<file path="config.mk">
export PLATFORM = sky130hd
export DESIGN_NAME = peri_bus_arbiter
export DESIGN_NICKNAME = d
export VERILOG_FILES = /design/src/rtl/peri_bus_arbiter_pkg.sv /design/src/rtl/peri_rr_pick.sv /design/src/rtl/peri_bus_arbiter.sv
export SDC_FILE = /design/constraint.sdc
export NUM_CORES = 1
export LEC_CHECK = 0
export ABC_AREA = 1
export BUFFER_PORTS_ARGS = -buffer_cell sky130_fd_sc_hd__buf_2
export CAP_MARGIN = 20
export CORE_ASPECT_RATIO = 0.6
export CORE_MARGIN = 5
export CORE_UTILIZATION = 45
export DETAILED_ROUTE_END_ITERATION = 8
export GPL_TIMING_DRIVEN = 0
export PLACE_DENSITY = 0.83
export SYNTH_ARGS = -nofsm -noshare
export SYNTH_HDL_FRONTEND = slang
export SYNTH_SLANG_ARGS = --single-unit
</file>
<file path="constraint.sdc">
create_clock -name clk_i -period 2.8 [get_ports clk_i]
set_input_delay 0.14 -clock clk_i [delete_from_list [all_inputs] [get_ports clk_i]]
set_output_delay 0.14 -clock clk_i [all_outputs]
set_load 0.02 [all_outputs]
</file>
<file path="src/rtl/peri_bus_arbiter_pkg.sv">
// Shared definitions for the peripheral bus arbiter: FSM encoding, default
// error word and the well-known requester slots.
`ifndef PERI_BUS_ARBITER_DEFS
`define PERI_BUS_ARBITER_DEFS
`define MST_CORE 0
`define MST_DBG  1
`endif

package peri_bus_arbiter_pkg;

  typedef enum logic [1:0] {
    ST_IDLE = 2'd0,
    ST_BUSY = 2'd1,
    ST_DONE = 2'd2
  } arb_state_e;

  localparam int          DATA_W       = 32;
  localparam int          STRB_W       = 4;
  localparam logic [31:0] ERR_DATA_DEF = 32'hDEAD_BEEF;

endpackage

</file>
<file path="src/rtl/peri_rr_pick.sv">
// Rotate-priority encoder: first set request searching upward from last+1,
// wrapping modulo NUM_MST.
module peri_rr_pick #(
  parameter int NUM_MST = 2,
  parameter int IDX_W   = 1
) (
  input  logic [NUM_MST-1:0] req,
  input  logic [IDX_W-1:0]   last,
  output logic               valid,
  output logic [IDX_W-1:0]   idx
);

  localparam logic [IDX_W:0] NUM_W = (IDX_W+1)'(NUM_MST);

  logic [IDX_W:0] sum;

  // Walk the offsets from farthest to nearest so the nearest hit wins.
  always_comb begin
    valid = 1'b0;
    idx   = '0;
    sum   = '0;
    for (int off = NUM_MST; off > 0; off--) begin
      sum = {1'b0, last} + (IDX_W+1)'(off);
      if (sum >= NUM_W) begin
        sum = sum - NUM_W;
      end
      if (req[sum[IDX_W-1:0]]) begin
        valid = 1'b1;
        idx   = sum[IDX_W-1:0];
      end
    end
  end

endmodule

</file>
<file path="src/rtl/peri_bus_arbiter.sv">
// Round-robin arbiter sharing one peripheral bus between NUM_MST requesters,
// one transaction in flight, with a per-transaction watchdog.
module peri_bus_arbiter
  import peri_bus_arbiter_pkg::*;
#(
  parameter int               NUM_MST  = 2,
  parameter int               CNT_W    = 8,
  parameter logic [CNT_W-1:0] TIMEOUT  = 8'd200,
  parameter logic [31:0]      ERR_DATA = ERR_DATA_DEF
) (
  input  logic                  clk_i,
  input  logic                  rst_i,
  input  logic [NUM_MST-1:0]    m_rden_i,
  input  logic [NUM_MST-1:0]    m_wren_i,
  input  logic [NUM_MST*32-1:0] m_addr_i,
  input  logic [NUM_MST*32-1:0] m_wdata_i,
  input  logic [NUM_MST*4-1:0]  m_wstrb_i,
  output logic [NUM_MST-1:0]    m_ready_o,
  output logic [NUM_MST-1:0]    m_err_o,
  output logic [31:0]           m_rdata_o,
  output logic                  peri_rden_o,
  output logic                  peri_wren_o,
  output logic [31:0]           peri_addr_o,
  output logic [31:0]           peri_wdata_o,
  output logic [3:0]            peri_wstrb_o,
  input  logic                  peri_ready_i,
  input  logic [31:0]           peri_rdata_i
);

  localparam int IDX_W = (NUM_MST > 1) ? $clog2(NUM_MST) : 1;

  arb_state_e         state_q, state_d;
  logic [IDX_W-1:0]   grant_q, grant_d;
  logic [IDX_W-1:0]   last_q, last_d;
  logic [31:0]        addr_q, addr_d;
  logic [31:0]        wdata_q, wdata_d;
  logic [3:0]         wstrb_q, wstrb_d;
  logic               is_wr_q, is_wr_d;
  logic [CNT_W-1:0]   cnt_q, cnt_d;
  logic [31:0]        rdata_q, rdata_d;
  logic               err_q, err_d;

  logic [NUM_MST-1:0] req;
  logic               pick_valid;
  logic [IDX_W-1:0]   pick_idx;
  logic [NUM_MST-1:0] grant_oh;

  assign req = m_rden_i | m_wren_i;

  peri_rr_pick #(
    .NUM_MST (NUM_MST),
    .IDX_W   (IDX_W)
  ) u_pick (
    .req   (req),
    .last  (last_q),
    .valid (pick_valid),
    .idx   (pick_idx)
  );

  always_comb begin
    state_d = state_q;
    grant_d = grant_q;
    last_d  = last_q;
    addr_d  = addr_q;
    wdata_d = wdata_q;
    wstrb_d = wstrb_q;
    is_wr_d = is_wr_q;
    cnt_d   = cnt_q;
    rdata_d = rdata_q;
    err_d   = err_q;
    case (state_q)
      ST_IDLE: begin
        if (pick_valid) begin
          grant_d = pick_idx;
          addr_d  = m_addr_i[pick_idx*DATA_W +: DATA_W];
          wdata_d = m_wdata_i[pick_idx*DATA_W +: DATA_W];
          wstrb_d = m_wstrb_i[pick_idx*STRB_W +: STRB_W];
          is_wr_d = m_wren_i[pick_idx];
          cnt_d   = '0;
          err_d   = 1'b0;
          state_d = ST_BUSY;
        end
      end
      ST_BUSY: begin
        if (cnt_q != '1) begin
          cnt_d = cnt_q + 1'b1;
        end
        // A genuine answer beats the watchdog when both land together.
        if (peri_ready_i) begin
          rdata_d = is_wr_q ? '0 : peri_rdata_i;
          err_d   = 1'b0;
          state_d = ST_DONE;
        end else if ((TIMEOUT != '0) && (cnt_q == TIMEOUT - 1'b1)) begin
          rdata_d = ERR_DATA;
          err_d   = 1'b1;
          state_d = ST_DONE;
        end
      end
      ST_DONE: begin
        last_d  = grant_q;
        state_d = ST_IDLE;
      end
      default: state_d = ST_IDLE;
    endcase
  end

  always_ff @(posedge clk_i) begin
    if (rst_i) begin
      state_q <= ST_IDLE;
      grant_q <= '0;
      last_q  <= IDX_W'(NUM_MST - 1);
      addr_q  <= '0;
      wdata_q <= '0;
      wstrb_q <= '0;
      is_wr_q <= 1'b0;
      cnt_q   <= '0;
      rdata_q <= '0;
      err_q   <= 1'b0;
    end else begin
      state_q <= state_d;
      grant_q <= grant_d;
      last_q  <= last_d;
      addr_q  <= addr_d;
      wdata_q <= wdata_d;
      wstrb_q <= wstrb_d;
      is_wr_q <= is_wr_d;
      cnt_q   <= cnt_d;
      rdata_q <= rdata_d;
      err_q   <= err_d;
    end
  end

  assign grant_oh     = NUM_MST'(1) << grant_q;
  assign peri_rden_o  = (state_q == ST_BUSY) && !is_wr_q;
  assign peri_wren_o  = (state_q == ST_BUSY) && is_wr_q;
  assign peri_addr_o  = addr_q;
  assign peri_wdata_o = wdata_q;
  assign peri_wstrb_o = wstrb_q;
  assign m_ready_o    = (state_q == ST_DONE) ? grant_oh : '0;
  assign m_err_o      = ((state_q == ST_DONE) && err_q) ? grant_oh : '0;
  assign m_rdata_o    = (state_q == ST_DONE) ? rdata_q : '0;

endmodule

</file>
Word-level counts from Yosys, hierarchy flattened

Index checks and enable logic that the tools add are counted.

$add $sub $neg: 5
Shifts and indexed selects: 4
Reductions and logical operators: 12
Mux-type cells: 29
Eq/ne operators: 7
$lt $le $gt $ge: 5
Bitwise operators: 1

Operators with widths:

| cell                                                                         | number |
|---|---|
| 32-bit 2-to-1 mux                                                            | 4 |
| 64-bit by 7-bit variable part select with 32-bit output                      | 2 |
| 8-bit 2-to-1 mux                                                             | 2 |
| 8-bit case mux with 2 select lines                                           | 1 |
| 1-bit 2-to-1 mux                                                             | 15 |
| 2-bit 2-to-1 mux                                                             | 5 |
| 8-bit by 1-bit adder with 8-bit output, second input constant                | 1 |
| 8-bit equality test, second input constant                                   | 1 |
| 8-bit inequality test, second input constant                                 | 1 |
| 8-bit by 4-bit variable part select with 4-bit output                        | 1 |
| 1-bit by 2-bit less-than comparator with 1-bit output, second input constant | 3 |
| 2-bit AND reduction                                                          | 3 |
| 3-bit AND reduction                                                          | 2 |
| 2-bit greater-or-equal comparator, second input constant                     | 2 |
| 2-bit inequality test, second input constant                                 | 2 |
| 2-bit case mux with 2 select lines                                           | 1 |
| 2-bit nonzero test                                                           | 2 |
| 1-bit logical AND                                                            | 3 |
| 3-bit inequality test, second input constant                                 | 1 |
| 1-bit by 1-bit adder with 2-bit output, second input constant                | 1 |
| 1-bit by 2-bit adder with 2-bit output, second input constant                | 1 |
| 2-bit by 1-bit equality test with 1-bit output, second input constant        | 1 |
| 2-bit equality test, second input constant                                   | 1 |
| 2-bit zero test                                                              | 1 |
| other kinds (5)                                                              | 6 |

Output and inout port bits: 106
Bits in registers: 114
Input bits: 175
Logic and storage cells: 73

Logic depth before layout (Yosys ltp)

Word-level depth: 9
Depth in mapped cells: 9
Mapped depth without buffers: 9

Cells and area by module

Synthesis repeated with hierarchy kept, for this count alone.

Cells, all modules: 825
Area total of the unflattened synthesis: 5418.9 um^2

By module, submodules not included:

| module           | area an instance (um^2) | cells an instance | times used | sequential area each (um^2) |
|---|---|---|---|---|
| peri_bus_arbiter | 5403.9                  | 822               | 1          | 2282.2 |
| peri_rr_pick     | 15.0                    | 3                 | 1          | 0.0 |

Worst setup path after synthesis

No wires, ideal clock.

Path type: register to output
Start point: reg state_q[1]
End point: out m_err_o[1]
Required time: 2.660 ns
Data arrival time: 1.451 ns
Slack: 1.209 ns
Stages on the path, launching flop included: 7
Buffers on the path: 0
Cell sequence: dfxtp_1 > inv_1 > nor2_1 > clkinv_1 > nor2_1 > inv_1 > nor2_1

Word-level cells in the longest chain between the ends: 3

RTL lines:

| what                   | line                    | text |
|---|---|---|
| start, declared        | peri_bus_arbiter.sv:32  | `arb_state_e state_q, state_d;` |
| start signal, assigned | peri_bus_arbiter.sv:120 | `state_q <= state_d;` |
| 2-bit equality test    | peri_bus_arbiter.sv:140 | `assign m_err_o = ((state_q == ST_DONE) && err_q) ? grant_oh : '0;` |
| 1-bit logical AND      | peri_bus_arbiter.sv:140 |  |
| 2-bit 2-to-1 mux       | peri_bus_arbiter.sv:140 |  |
| end, declared          | peri_bus_arbiter.sv:19  | `output logic [NUM_MST-1:0] m_err_o,` |

Every way passes these cells.

Worst setup path in the final report

Start point: reg state_q[1]
End point: reg wdata_q[12], in the netlist peri_wdata_o[12]

Word-level cells in the longest chain between the ends: 2

RTL lines:

| what                          | line                    | text |
|---|---|---|
| 2-bit zero test               | peri_bus_arbiter.sv:71  | `case (state_q)` |
| 2-bit AND reduction (no line) | -                       |  |
| end signal, assigned          | peri_bus_arbiter.sv:124 | `wdata_q <= wdata_d;` |
| end, declared                 | peri_bus_arbiter.sv:36  | `logic [31:0] wdata_q, wdata_d;` |

Every way passes these cells.
A chain may end at the register's enable or synchronous reset.

==> qor.yml <==
timing:
  fin_crit_ns: 2.05
  fmax_mhz: 488
  skew_ns: 0.00966
  timing.hold.ws_ns: 0.0166
  worstMarginPinSlew_ns: 0.550
  finalCritPeriodShare: 0.732
  setup_viol: 0
  slew_headroom: 0.632
  maxSlewViolCount: 0
  final_hold_viol_count: 0
  fin_tns_setup_ns: 0
  rsz0062_at_grt: "no"
clocking:
  cts_tree: "yes"
  cts_htree_levels: 4
  cts_max_path_buffers: 2
  clk_latency_ns: 0.40
  cts_sinks: 114
  cts-root-buf: "clkbuf_16"
  path_clk_slew_ns: 0.06
  cts_buffers: 17
yosys:
  synth_top_area_frac: 0.439
  ys_warn_count: 0
  synth_top_cells_by_count: "nand2_1, dfxtp_1, nor2_1"
  synth_edf_count: 0
  synth_most_common_cell: "nand2_1"
  yosys-top-cells-area: "dfxtp_1, nand2_1, nor2_1, o21ai_1, inv_1"
  synth_nets: 934
  ys.flop_type: "dfxtp_1"
  ys_seq_area_frac: 0.439
  syn_inst: 758
  ys_async_sr_fraction: 0
  netlist_area_mm2: 0.00520
  ys_seq_elements: 114
  syn-mean-instance-area_um2: 6.86
  synth_cell_types: 29
  yosysTopAreaCell: "dfxtp_1"
routing:
  finalWirelength_um: 19500
  wl_met1_um: 8020
  dr.pass1.iters: 6
  top_layer_used: "met4"
  wl_met2_um: 9160
  drt_first_iter_violations: 532
  route.met3.wl_um: 1700
  ant_nets: 0
  drt-wirelength-per-cell_um: 15.1
  drc: 0
  num_vias: 6399
  vias_per_cell: 4.95
grt:
  overflow: 0
  gr-usage-all-layers: 0.275
  grt_start_max_net_pins: 17
  grt_pass1_wl_um: 30500
  grt_pass1_vias: 6114
  antenna_found_initial: 2
floorplan:
  fp.dieH_um: 93.3
  fp.dieArea_mm2: 0.0139
  rows: 30
  die_x_um: 149
  io_pins: 281
  core_area_mm2: 0.0113
  initial_core_util: 0.460
run_status:
  status: "completed"
worst_setup_path:
  cp_top_family: "buffers and inverters"
  required_ns: 3.08
  crit_path_max_incr_delay_ns: 0.58
  worstSetupPathType: "reg2reg"
  cp-start-kind: "register"
  cp_slowest_cell: "dlygate4sd3_1"
  critPathBufInv: 3
  path_cells: "nor2_1, inv_2, a21oi_4, nor2_4, buf_4, nand2_1, o21ai_1, dlygate4sd3_1"
  cp_max_fo: 10
  critPathArrivalTime_ns: 2.34
  cp-end-kind: "register"
pwr:
  p_per_area_mw_per_mm2: 663
  p_leak_nw: 4.03
  vdd_drop_max_uv: 485
finish:
  fin_cells: 1292
  drive_above_1_share: 0.318
  fin_nets: 1294
  fin_util: 0.712
  syn2layout_area_growth_pct: 54.8
placed_design:
  dpl.hpwl_um: 13400
  io_buffers: 279
  dp_cells: 1197
  place_congestion: 0.872
job:
  max-cap-violations: 0
worst_hold_path:
  hold_class: "in2reg"
==> per-layer routing <==
layer,global-route usage,vias up
li1,-,3127
met5,0,-
met3,0.0625,52
met1,0.351,2897
met4,0.123,0
met2,0.448,323
==> state kept, by name (all words and copies together), names as in the netlist <==
| register | count |
|---|---|
| cnt_q | 8 |
| err_q | 1 |
| grant_q | 1 |
| is_wr_q | 1 |
| last_q | 1 |
| peri_addr_o | 32 |
| peri_wdata_o | 32 |
| peri_wstrb_o | 4 |
| rdata_q | 32 |
| state_q | 2 |
==> logic make-up after synthesis <==
family / Yosys count / synth area share
buffers and inverters: 116 / 0.102
and+or+nand+nor: 361 / 0.288
adders and majority gates: 1 / 0.00241
AOI/OAI and AO/OA: 166 / 0.169
DFF: 114 / 0.439
==> layout by cell type (no fill, tap or decap), drive strengths merged <==
cell and instances:
a21oi 43, a31o 1, buf 311, bufinv 4, clkbuf 30, clkinv 3, clkinvlp 6, dfxtp 114
diode 2, dlygate4sd3 62, ha 1, inv 72, nand2 220, nand3 17, nand3b 1, nand4 10
nor2 109, nor3 3, o211ai 13, o21ai 109, or2 1
==> power breakdown <==
part	internal (mW)	switching [mW]	total [mW]	leakage, nW
combinational	0.445	0.721	1.17	2.81
clock	1.51	0.768	2.28	0.284
sequential	1.80	0.0881	1.89	0.939
==> final cells by class <==
class                      count  area [um2]
antenna                        2        5.00
buffer                        43         255
clock buffer                  19         443
clock inverter                12         183
fill                         930        3250
inverter                      73         274
multi-input combinational    528        2390
sequential                   114        2280
tap                          160         200
timing repair buffer         341        2020
==> tightest hold or removal path: cells and delay by family <==
kind	cells	cell delay, ns
compound gates	1	0.12
buf+inv	1	0.08
simple gates	1	0.04
==> worst paths after layout <==
| kind | startpoint | to | slack, ns | cells after the start |
|---|---|---|---|---|
| worst min-delay path | m_wdata_i[27] | peri_wdata_o[27]$_SDFFE_PP0P_ | 0.02 | 3 |
| worst max register to register | state_q[1]$_SDFFE_PP0P_ | peri_wdata_o[12]$_SDFFE_PP0P_ | 0.75 | 8 |
| worst max-delay path | state_q[1]$_SDFFE_PP0P_ | peri_wdata_o[12]$_SDFFE_PP0P_ | 0.75 | 8 |
| worst min register to register | rdata_q[25]$_SDFFE_PP0P_ | rdata_q[25]$_SDFFE_PP0P_ | 0.45 | 2 |
==> repair_timing <==
action                                 in CTS  in global routing
hold buffers                               62                  0
resized for setup                           0                  0
endpoints found under the hold margin      59                  0
setup buffers                               0                  0
==> metrics by stage <==
stage | worst slack, ns | power (mW) | area, um2
global route | 0.620 | 5.57 | 8050
global placement | 1.19 | 2.97 | 6800
detailed placement | 1.19 | 2.99 | 6800
finish | 0.750 | 5.34 | 8050
CTS | 0.760 | 5.33 | 8040
floorplan | 1.21 | 2.57 | 5200
No activity file was read; power rests on OpenSTA's default activity.
